===== src/rtl/ques3_pkg.sv =====
// Shared definitions for the Ques3 control sequencer.
//   - instruction class encodings and field bit positions
//   - sequencer state encoding
//   - ALU opcode constants understood by the Ques3 ALU
//   - decoded-instruction struct produced by ques3_instr_decode
package ques3_pkg;

    localparam int INSTR_W = 32;

    // Instruction field positions; imm occupies [IMM_W-1:0] and overlaps rs2.
    localparam int CLS_HI = 31;
    localparam int CLS_LO = 30;
    localparam int OP_HI  = 29;
    localparam int OP_LO  = 27;
    localparam int RD_HI  = 26;
    localparam int RD_LO  = 22;
    localparam int RS1_HI = 21;
    localparam int RS1_LO = 17;
    localparam int RS2_HI = 16;
    localparam int RS2_LO = 12;

    // ALU opcodes as decoded by the Ques3 ALU.
    localparam logic [2:0] OP_ADD = 3'b000;
    localparam logic [2:0] OP_SUB = 3'b001;

    typedef enum logic [1:0] {
        CLS_ALU   = 2'b00,
        CLS_LOADI = 2'b01,
        CLS_SKIPZ = 2'b10,
        CLS_NOP   = 2'b11
    } instr_class_e;

    typedef enum logic [1:0] {
        ST_IDLE   = 2'b00,
        ST_DECODE = 2'b01,
        ST_EXEC   = 2'b10,
        ST_WB     = 2'b11
    } state_e;

    typedef struct packed {
        instr_class_e cls;
        logic [2:0]   op;
        logic [4:0]   rd;
        logic [4:0]   rs1;
        logic [4:0]   rs2;
    } decoded_t;

endpackage


===== src/rtl/ques3_sequencer_if.sv =====
// Bus between an instruction source / Ques3 datapath and the sequencer.
//   Instr, Instr_valid, Instr_ready : instruction handshake
//   zero                            : ALU zero fed back from Ques3
//   Data_in, Read_Addr_1/2, Write_Addr, Write_Enable, Mux_ctrl, opcode
//                                   : Ques3 control inputs
//   Zero_flag, Retired, Busy        : sequencer status
// master = instruction source / datapath side, slave = sequencer.
interface ques3_sequencer_if #(
    parameter int CNT_W = 16
);
    logic [31:0]      Instr;
    logic             Instr_valid;
    logic             Instr_ready;
    logic             zero;
    logic [31:0]      Data_in;
    logic [4:0]       Read_Addr_1;
    logic [4:0]       Read_Addr_2;
    logic [4:0]       Write_Addr;
    logic             Write_Enable;
    logic             Mux_ctrl;
    logic [2:0]       opcode;
    logic             Zero_flag;
    logic [CNT_W-1:0] Retired;
    logic             Busy;

    modport master (
        output Instr, Instr_valid, zero,
        input  Instr_ready, Data_in, Read_Addr_1, Read_Addr_2, Write_Addr,
               Write_Enable, Mux_ctrl, opcode, Zero_flag, Retired, Busy
    );

    modport slave (
        input  Instr, Instr_valid, zero,
        output Instr_ready, Data_in, Read_Addr_1, Read_Addr_2, Write_Addr,
               Write_Enable, Mux_ctrl, opcode, Zero_flag, Retired, Busy
    );
endinterface


===== src/rtl/ques3_instr_decode.sv =====
// Purely combinational field extraction and class decode of one instruction.
//   i_instr   : 32-bit instruction word
//   o_dec     : class, opcode, rd, rs1, rs2
//   o_imm_ext : imm[IMM_W-1:0] zero-extended to 32 bits
module ques3_instr_decode
    import ques3_pkg::*;
#(
    parameter int IMM_W = 13
) (
    input  logic [INSTR_W-1:0] i_instr,
    output decoded_t           o_dec,
    output logic [31:0]        o_imm_ext
);

    always_comb begin
        o_dec.cls = instr_class_e'(i_instr[CLS_HI:CLS_LO]);
        o_dec.op  = i_instr[OP_HI:OP_LO];
        o_dec.rd  = i_instr[RD_HI:RD_LO];
        o_dec.rs1 = i_instr[RS1_HI:RS1_LO];
        o_dec.rs2 = i_instr[RS2_HI:RS2_LO];
        o_imm_ext = 32'(i_instr[IMM_W-1:0]);
    end

endmodule


===== src/rtl/ques3_sequencer.sv =====
// Control-side driver for the Ques3 datapath. Accepts one instruction per
// IDLE->DECODE->EXEC->WB pass and drives every Ques3 control input.
//   Clock   : system clock, rising edge
//   Reset_n : synchronous active-low reset
//   bus     : handshake, Ques3 controls, zero feedback and status (slave side)
module ques3_sequencer
    import ques3_pkg::*;
#(
    parameter int CNT_W = 16,
    parameter int IMM_W = 13
) (
    input logic              Clock,
    input logic              Reset_n,
    ques3_sequencer_if.slave bus
);

    state_e           r_state;
    state_e           w_next;
    logic             w_ready;
    logic [31:0]      r_instr;
    decoded_t         w_dec;
    logic [31:0]      w_imm;
    logic [4:0]       r_ra1;
    logic [4:0]       r_ra2;
    logic [4:0]       r_wa;
    logic [2:0]       r_op;
    logic             r_mux;
    logic [31:0]      r_data;
    logic             r_we;
    logic             r_zflag;
    logic             r_skip_pending;
    logic             r_skip_cur;     // the instruction in flight is being skipped
    logic [CNT_W-1:0] r_retired;

    ques3_instr_decode #(.IMM_W(IMM_W)) u_decode (
        .i_instr   (r_instr),
        .o_dec     (w_dec),
        .o_imm_ext (w_imm)
    );

    always_ff @(posedge Clock) begin
        // NOTE: sequential state uses non-blocking assignments so every
        // register samples pre-edge values regardless of block ordering.
        if (!Reset_n) r_state <= ST_IDLE;
        else          r_state <= w_next;
    end

    always_comb begin
        // NOTE: defaults first, so no path through the case leaves a
        // signal unassigned and infers a latch.
        w_next  = r_state;
        w_ready = 1'b0;
        unique case (r_state)
            ST_IDLE: begin
                w_ready = 1'b1;
                if (bus.Instr_valid) w_next = ST_DECODE;
            end
            ST_DECODE: w_next = ST_EXEC;
            ST_EXEC:   w_next = ST_WB;
            ST_WB:     w_next = ST_IDLE;
        endcase
    end

    always_ff @(posedge Clock) begin
        if (!Reset_n) begin
            r_instr        <= '0;
            r_ra1          <= '0;
            r_ra2          <= '0;
            r_wa           <= '0;
            r_op           <= '0;
            r_mux          <= 1'b0;
            r_data         <= '0;
            r_we           <= 1'b0;
            r_zflag        <= 1'b0;
            r_skip_pending <= 1'b0;
            r_skip_cur     <= 1'b0;
            r_retired      <= '0;
        end else begin
            // Write strobe is a single pulse covering only the WB cycle.
            r_we <= 1'b0;
            unique case (r_state)
                ST_IDLE: begin
                    if (bus.Instr_valid) begin
                        r_instr    <= bus.Instr;
                        r_skip_cur <= r_skip_pending;
                    end
                end
                ST_DECODE: begin
                    // Registered at the end of DECODE so the datapath sees
                    // stable addresses for the whole of EXEC and WB.
                    r_ra1 <= w_dec.rs1;
                    r_ra2 <= w_dec.rs2;
                    r_wa  <= w_dec.rd;
                    r_op  <= w_dec.op;
                    if (w_dec.cls == CLS_ALU) begin
                        r_mux  <= 1'b1;
                        r_data <= '0;
                    end else if (w_dec.cls == CLS_LOADI) begin
                        r_mux  <= 1'b0;
                        r_data <= w_imm;
                    end
                end
                ST_EXEC: begin
                    // A skipped instruction has no side effects at all,
                    // which also keeps a skipped SKIPZ from re-arming.
                    if (!r_skip_cur) begin
                        if (w_dec.cls == CLS_ALU) r_zflag <= bus.zero;
                        if (w_dec.cls == CLS_SKIPZ && r_zflag) r_skip_pending <= 1'b1;
                        if (w_dec.cls == CLS_ALU || w_dec.cls == CLS_LOADI) r_we <= 1'b1;
                    end
                end
                ST_WB: begin
                    r_retired <= r_retired + CNT_W'(1);
                    if (r_skip_cur) r_skip_pending <= 1'b0;
                end
            endcase
        end
    end

    assign bus.Instr_ready  = w_ready;
    assign bus.Busy         = (r_state != ST_IDLE);
    assign bus.Read_Addr_1  = r_ra1;
    assign bus.Read_Addr_2  = r_ra2;
    assign bus.Write_Addr   = r_wa;
    assign bus.opcode       = r_op;
    assign bus.Mux_ctrl     = r_mux;
    assign bus.Data_in      = r_data;
    assign bus.Write_Enable = r_we;
    assign bus.Zero_flag    = r_zflag;
    assign bus.Retired      = r_retired;

endmodule


===== src/flat_wrapper.sv =====
// flat-port wrapper written by rule: the top's interface ports become plain ports
module ques3_sequencer_flat import ques3_pkg::*;
#(
    parameter int CNT_W = 16,
    parameter int IMM_W = 13
)
  (Clock, Reset_n, bus_Instr, bus_Instr_valid, bus_zero, bus_Instr_ready, bus_Data_in, bus_Read_Addr_1, bus_Read_Addr_2, bus_Write_Addr, bus_Write_Enable, bus_Mux_ctrl, bus_opcode, bus_Zero_flag, bus_Retired, bus_Busy);
  ques3_sequencer_if #(.CNT_W(CNT_W)) bus_i ();
  input logic Clock;
  input logic Reset_n;
  input wire logic [$bits(bus_i.Instr)-1:0] bus_Instr;
  input wire logic [$bits(bus_i.Instr_valid)-1:0] bus_Instr_valid;
  input wire logic [$bits(bus_i.zero)-1:0] bus_zero;
  output wire logic [$bits(bus_i.Instr_ready)-1:0] bus_Instr_ready;
  output wire logic [$bits(bus_i.Data_in)-1:0] bus_Data_in;
  output wire logic [$bits(bus_i.Read_Addr_1)-1:0] bus_Read_Addr_1;
  output wire logic [$bits(bus_i.Read_Addr_2)-1:0] bus_Read_Addr_2;
  output wire logic [$bits(bus_i.Write_Addr)-1:0] bus_Write_Addr;
  output wire logic [$bits(bus_i.Write_Enable)-1:0] bus_Write_Enable;
  output wire logic [$bits(bus_i.Mux_ctrl)-1:0] bus_Mux_ctrl;
  output wire logic [$bits(bus_i.opcode)-1:0] bus_opcode;
  output wire logic [$bits(bus_i.Zero_flag)-1:0] bus_Zero_flag;
  output wire logic [$bits(bus_i.Retired)-1:0] bus_Retired;
  output wire logic [$bits(bus_i.Busy)-1:0] bus_Busy;
  assign bus_i.Instr = bus_Instr;
  assign bus_i.Instr_valid = bus_Instr_valid;
  assign bus_i.zero = bus_zero;
  assign bus_Instr_ready = bus_i.Instr_ready;
  assign bus_Data_in = bus_i.Data_in;
  assign bus_Read_Addr_1 = bus_i.Read_Addr_1;
  assign bus_Read_Addr_2 = bus_i.Read_Addr_2;
  assign bus_Write_Addr = bus_i.Write_Addr;
  assign bus_Write_Enable = bus_i.Write_Enable;
  assign bus_Mux_ctrl = bus_i.Mux_ctrl;
  assign bus_opcode = bus_i.opcode;
  assign bus_Zero_flag = bus_i.Zero_flag;
  assign bus_Retired = bus_i.Retired;
  assign bus_Busy = bus_i.Busy;
  ques3_sequencer #(.CNT_W(CNT_W), .IMM_W(IMM_W)) u_core (.Clock(Clock), .Reset_n(Reset_n), .bus(bus_i));
endmodule

===== config.mk =====
export PLATFORM = sky130hd
export DESIGN_NAME = ques3_sequencer_flat
export DESIGN_NICKNAME = d
export VERILOG_FILES = /design/src/rtl/ques3_pkg.sv /design/src/rtl/ques3_sequencer_if.sv /design/src/rtl/ques3_instr_decode.sv /design/src/rtl/ques3_sequencer.sv /design/src/flat_wrapper.sv
export SDC_FILE = /design/constraint.sdc
export NUM_CORES = 1
export LEC_CHECK = 0
export CORE_ASPECT_RATIO = 1.1
export CORE_MARGIN = 2
export CORE_UTILIZATION = 46
export CTS_CLUSTER_DIAMETER = 120
export DETAILED_ROUTE_END_ITERATION = 8
export GPL_ROUTABILITY_DRIVEN = 0
export GPL_TIMING_DRIVEN = 0
export PLACE_DENSITY = 0.89
export SYNTH_ARGS = -nofsm -noshare
export SYNTH_HDL_FRONTEND = slang
export SYNTH_SLANG_ARGS = --single-unit

===== constraint.sdc =====
create_clock -name Clock -period 1.9 [get_ports Clock]
set_input_delay 0.19 -clock Clock [delete_from_list [all_inputs] [get_ports Clock]]
set_output_delay 0.19 -clock Clock [all_outputs]
set_load 0.05 [all_outputs]

Word level (Yosys, flattened, before mapping)
Index checks and enable logic that the tools add are counted.

Add/sub/neg operators: 1. Eq/ne operators: 9. Multiplexer cells: 12. Bitwise logic cells: 3. Reduce and logical (&&, ||, !) cells: 12.

Operators by type and width (count): two-way mux 32 bit (2); adder 16 x 1 -> 16 bit (second input constant) (1); case mux 2 bit (4 select lines) (1); two-way mux 1 bit (7); equality test 2 bit (second input constant) (3); nonzero test 2 bit (3); equality test 2 x 1 -> 1 bit (second input constant) (2); logical NOT 2 bit (2); inequality test 2 x 1 -> 1 bit (second input constant) (2); inequality test 2 bit (second input constant) (2); AND reduction 2 bit (2); AND reduction 4 bit (1); NOT 1 bit (3); AND reduction 3 bit (1); OR reduction 3 bit (1); two-way mux 2 bit (1); case mux 1 bit (2 select lines) (1); logical AND 1 bit (1); logical OR 1 bit (1).

Bits in registers: 105. Bits of input ports: 36. Output and inout port bits: 71. Logic and storage cells: 50.

Depth between registers and ports, before layout
Depth in word-level cells: 5. Gate-level depth with buffers: 7. Gate-level depth less buffers: 5.

Cells and area by module
A second synthesis with hierarchy kept.

Cells, all modules: 513. Area, all modules: 4349.2 µm².

Modules (own cells, without submodules): ques3_sequencer (times used 1, cells each 460, area each 3955.0 µm², sequential area each 2102.0 µm²); ques3_instr_decode (times used 1, cells each 53, area each 394.1 µm², sequential area each 0.0 µm²).

Worst setup path before layout
Ideal clock, no wire load.

Path kind: register -> register. Start point: reg u_core.r_retired[0], in the netlist u_core.bus.Retired[0]. End point: reg u_core.r_retired[10], in the netlist u_core.bus.Retired[10]. Library setup time: 0.070 ns. Arrival time: 1.786 ns. Required time: 1.830 ns. Slack: 0.044 ns. Cell stages (with the launch flop): 5. Buffers on the path: 0. Clock period less this slack: 1.856 ns. Cells stage by stage: dfxtp_1 -> ha_1 -> nand3_2 -> or4_1 -> a21oi_1.

Cells in the longest elaborated chain, start to end: 1.

RTL lines: from (decl) (RTL line ques3_sequencer.sv:33) `logic [CNT_W-1:0] r_retired;`; from (signal assigned) (RTL line ques3_sequencer.sv:113) `r_retired <= r_retired + CNT_W'(1);`; adder 16 x 1 -> 16 bit (RTL line ques3_sequencer.sv:113).

No other way between the ends. A chain may end at the register's enable or synchronous reset.

Worst setup path after layout
Start point: reg u_core.r_retired[0], in the netlist u_core.bus.Retired[0]. End point: out bus_Retired[0].

RTL lines: to (decl) (RTL line flat_wrapper.sv:23) `output wire logic [$bits(bus_i.Retired)-1:0] bus_Retired;`.

No word-level cell between the ends.

==> results.yml <==
sta:
  finalHoldViolations: 0
  number_of_slew_limit_violations_in_the_final_report: 0
  period_needed_ns: 1.85
  rsz_0062_raised_after_global_routing: "no"
  endpoints_failing_setup: 0
  skew_ns: 0.0139
  pin_slew_with_the_least_headroom_to_its_limit_ns: 0.587
  whs_ns: 0.373
  max_slew_margin_pct: 60.9
  min_period_over_period_pct: 97.3
  fmax_mhz: 541
placement:
  place_inst: 591
  place.detailed.hpwl_um: 6040
  port_buffers: 87
detailed_routing:
  drc: 0
  route.vias.total: 3027
  detail_route.vias_per_cell: 5.00
  drt-pass1-iter-count: 4
  final_antenna_net_count: 0
  detail_route.wl_per_cell_um: 13.7
  drt-total-wl_um: 8320
  initialDrtViolationCount: 77
pwr:
  pwr_dens_mw_per_mm2: 1050
  vdd.ir_drop.worst_uv: 809
  static-leakage-power_nw: 1.77
critical_path:
  critical-path-top-delay-family: "buffers and inverters"
  timing.setup.critical_path_class: "reg -> out"
  worstSetupStartpointType: "flop"
  critical_path.max_stage_delay_ns: 0.85
  crit_required_ns: 1.71
  worst-r2r-cell-count: 6
  cp_slowest_cell: "clkdlybuf4s50_1"
  cp.arrival_ns: 1.66
  regToRegStartpoint: "u_core.r_state[1]"
  r2r_setup_slack_ns: 0.15
  worst-path-max-fanout: 4
  worst_setup_path_end_kind: "primary output"
  crit_buf_inv: 1
  worst_r2r_endpoint: "u_core.bus.Write_Addr[2]"
  worstPathCellList: "clkdlybuf4s50_1"
clock_tree:
  cts_sinks: 86
  root_buffer: "clkbuf_8"
  max-clock-path-buffers: 2
  cts_buffers: 9
  cts_htree_levels: 3
  tritoncts: "done"
  path_clk_slew_ns: 0.09
  worstSkewPairLatency_ns: 0.36
floorplan:
  horizontal_die_dimension_um: 86.3
  initial_utilization_pct: 46.7
  die_h_um: 94.6
  std_cell_rows: 33
  dieArea_sq_mm: 0.00816
  top_level_ports: 107
  core_sq_mm: 0.00735
finish:
  final-instance-count-excl-fill: 606
  diodes: 0
  final_net_count: 556
  post_route_cells_drive_above_1_share_pct: 9.06
  multi_input_area_sq_mm: 0.00151
  total_of_fill_cells_in_the_finished_design: 603
  syn_to_final_growth_pct: 36.1
  sequential_cell_area_sq_mm: 0.00172
yosys:
  ys_top_cells_by_area: "dfxtp_1 50%, nand2_1 9.9%, a21oi_1 7.6%, mux2i_1 7.6%, buf_4 4.4%"
  synthDominantAreaCellType: "dfxtp_1"
  syn_avg_cell_area_sq_um: 8.60
  yosys_register_bits: 86
  syn-cell-area_sq_mm: 0.00343
  synth_seq_area_share_pct: 50.2
  post-synth-top-area-fraction_pct: 50.2
  yosys_warns: 0
  synth.distinct_cells: 31
  cell_count_after_synthesis: 399
min_path:
  timing.hold.worst.start: "bus_Instr[1]"
  holdCritPathClass: "in -> reg"
  instance_count_along_the_most_critical_hold_path: 3
  worst_hold_path.endpoint: "u_core.r_instr[1]"
global_route:
  global_route.usage.total_pct: 21.0
  grt_antenna_before_repair: 0
  grt-ovfl-total: 0
  via_count_of_the_first_global_routing_pass: 2847
  grt_max_degree: 16
  grt_pass1_wl_um: 13400
job:
  maxCapViolCount: 0
status:
  run_status: "finished clean"
[layout make-up]
type / count / area share (%)
Tap cell: 87 / 2.33
Inverter: 7 / 0.563
Clock buffer: 11 / 3.24
Buffer: 42 / 5.23
Timing Repair Buffer: 87 / 18.5
Multi-Input combinational cell: 281 / 32.3
Clock inverter: 5 / 0.884
Sequential cell: 86 / 36.9
[how the worst max path moves through the flow]
stage | start | end | slack, ns | cells after the start
final | u_core.bus.Retired[0] | bus_Retired[0] | 0.05 | 1
after global routing | u_core.bus.Retired[10] | bus_Retired[10] | 0.007 | 1
after CTS | u_core.r_state[0] | bus_Busy | 0.01 | 4
after detailed placement | u_core.r_state[0] | u_core.r_instr[0] | -0.009 | 7
after global placement | bus_Instr_valid | u_core.r_instr[0] | 0.03 | 6
after floorplan | u_core.bus.Retired[0] | u_core.bus.Retired[10] | 0.04 | 4
[synthesized netlist by cell type]
master and n:
nor4b_1 2, buf_1 1, clkbuf_1 19, nand3_2 1
inv_1 6, nand2b_1 7, a41oi_1 1, or3_1 2
or4_1 4, dfxtp_1 86, o21ai_0 2, nand2_1 90
o221ai_1 1, a21oi_1 52, nand4_4 1, nor4_1 5
nand4_1 4, nand3_1 16, xor2_1 3, inv_2 1
buf_4 20, nor2b_1 1, buf_2 3, xnor2_1 1
and2_1 1, o31ai_1 4, a211oi_1 2, ha_1 6
conb_1 1, mux2i_1 26, nor2_1 30
[flip-flops by register name (all words and copies together) (netlist names)]
register,count
u_core.bus.Data_in,13
u_core.bus.Mux_ctrl,1
u_core.bus.Read_Addr_1,5
u_core.bus.Read_Addr_2,5
u_core.bus.Retired,16
u_core.bus.Write_Addr,5
u_core.bus.Write_Enable,1
u_core.bus.Zero_flag,1
u_core.bus.opcode,3
u_core.r_instr,32
u_core.r_skip_cur,1
u_core.r_skip_pending,1
u_core.r_state,2
[metrics by stage]
step                      setup slack, ns  instance area [sq um]  total power, W  setup TNS, ns  util [%]
after floorplan                    0.0435                   3500         0.00328              0         -
after global placement             0.0267                   4480         0.00368              0      60.9
after detailed placement         -0.00872                   4480         0.00373       -0.00872      60.9
after CTS                          0.0129                   4670         0.00494              0      63.5
after global routing              0.00710                   4670         0.00516              0      63.5
final                              0.0520                   4670         0.00492              0      63.5
[kinds of logic after synthesis]
logic type	count (synthesis)	share of synthesized area (%)
flops	86	50.2
compound gates	62	9.70
mux	26	7.59
simple gates	164	21.4
fa+ha+maj	6	2.19
buf+inv	50	7.77
xor+xnor	4	1.02
other cells	1	0.109
[layer usage]
layer	track usage [%]	vias up	share of wire, %
met1	23.0	1390	40
li1	-	1528	-
met3	6.73	12	7.8
met5	0	-	0
met4	8.72	0	1.9
met2	37.3	97	51
[cell usage in the layout, fill, tap and decap left out, types with 7 or more instances in the layout]
cell type        count
buf_4               20
a21oi_1             52
nor2_1              30
nand3_1             16
mux2i_1             26
dfxtp_1             86
clkdlybuf4s50_1     83
nand2b_1             7
conb_1              19
clkbuf_8            11
clkbuf_1            14
nand2_1             90
[repair_timing]
item,4_1_cts,5_1_grt
endpoints found under the setup margin,5,28
setup buffers,0,0
resized for setup,4,10
hold endpoints to repair,0,0
hold buffers,0,0
[report_power, final]
| part | internal, W | leakage [nW] | switching, W |
|---|---|---|---|
| Combinational | 0.000532 | 0.983 | 0.00104 |
| Clock | 0.000556 | 0.0922 | 0.000681 |
| Sequential | 0.00199 | 0.698 | 0.000123 |
No activity file was read; power rests on OpenSTA's default activity.
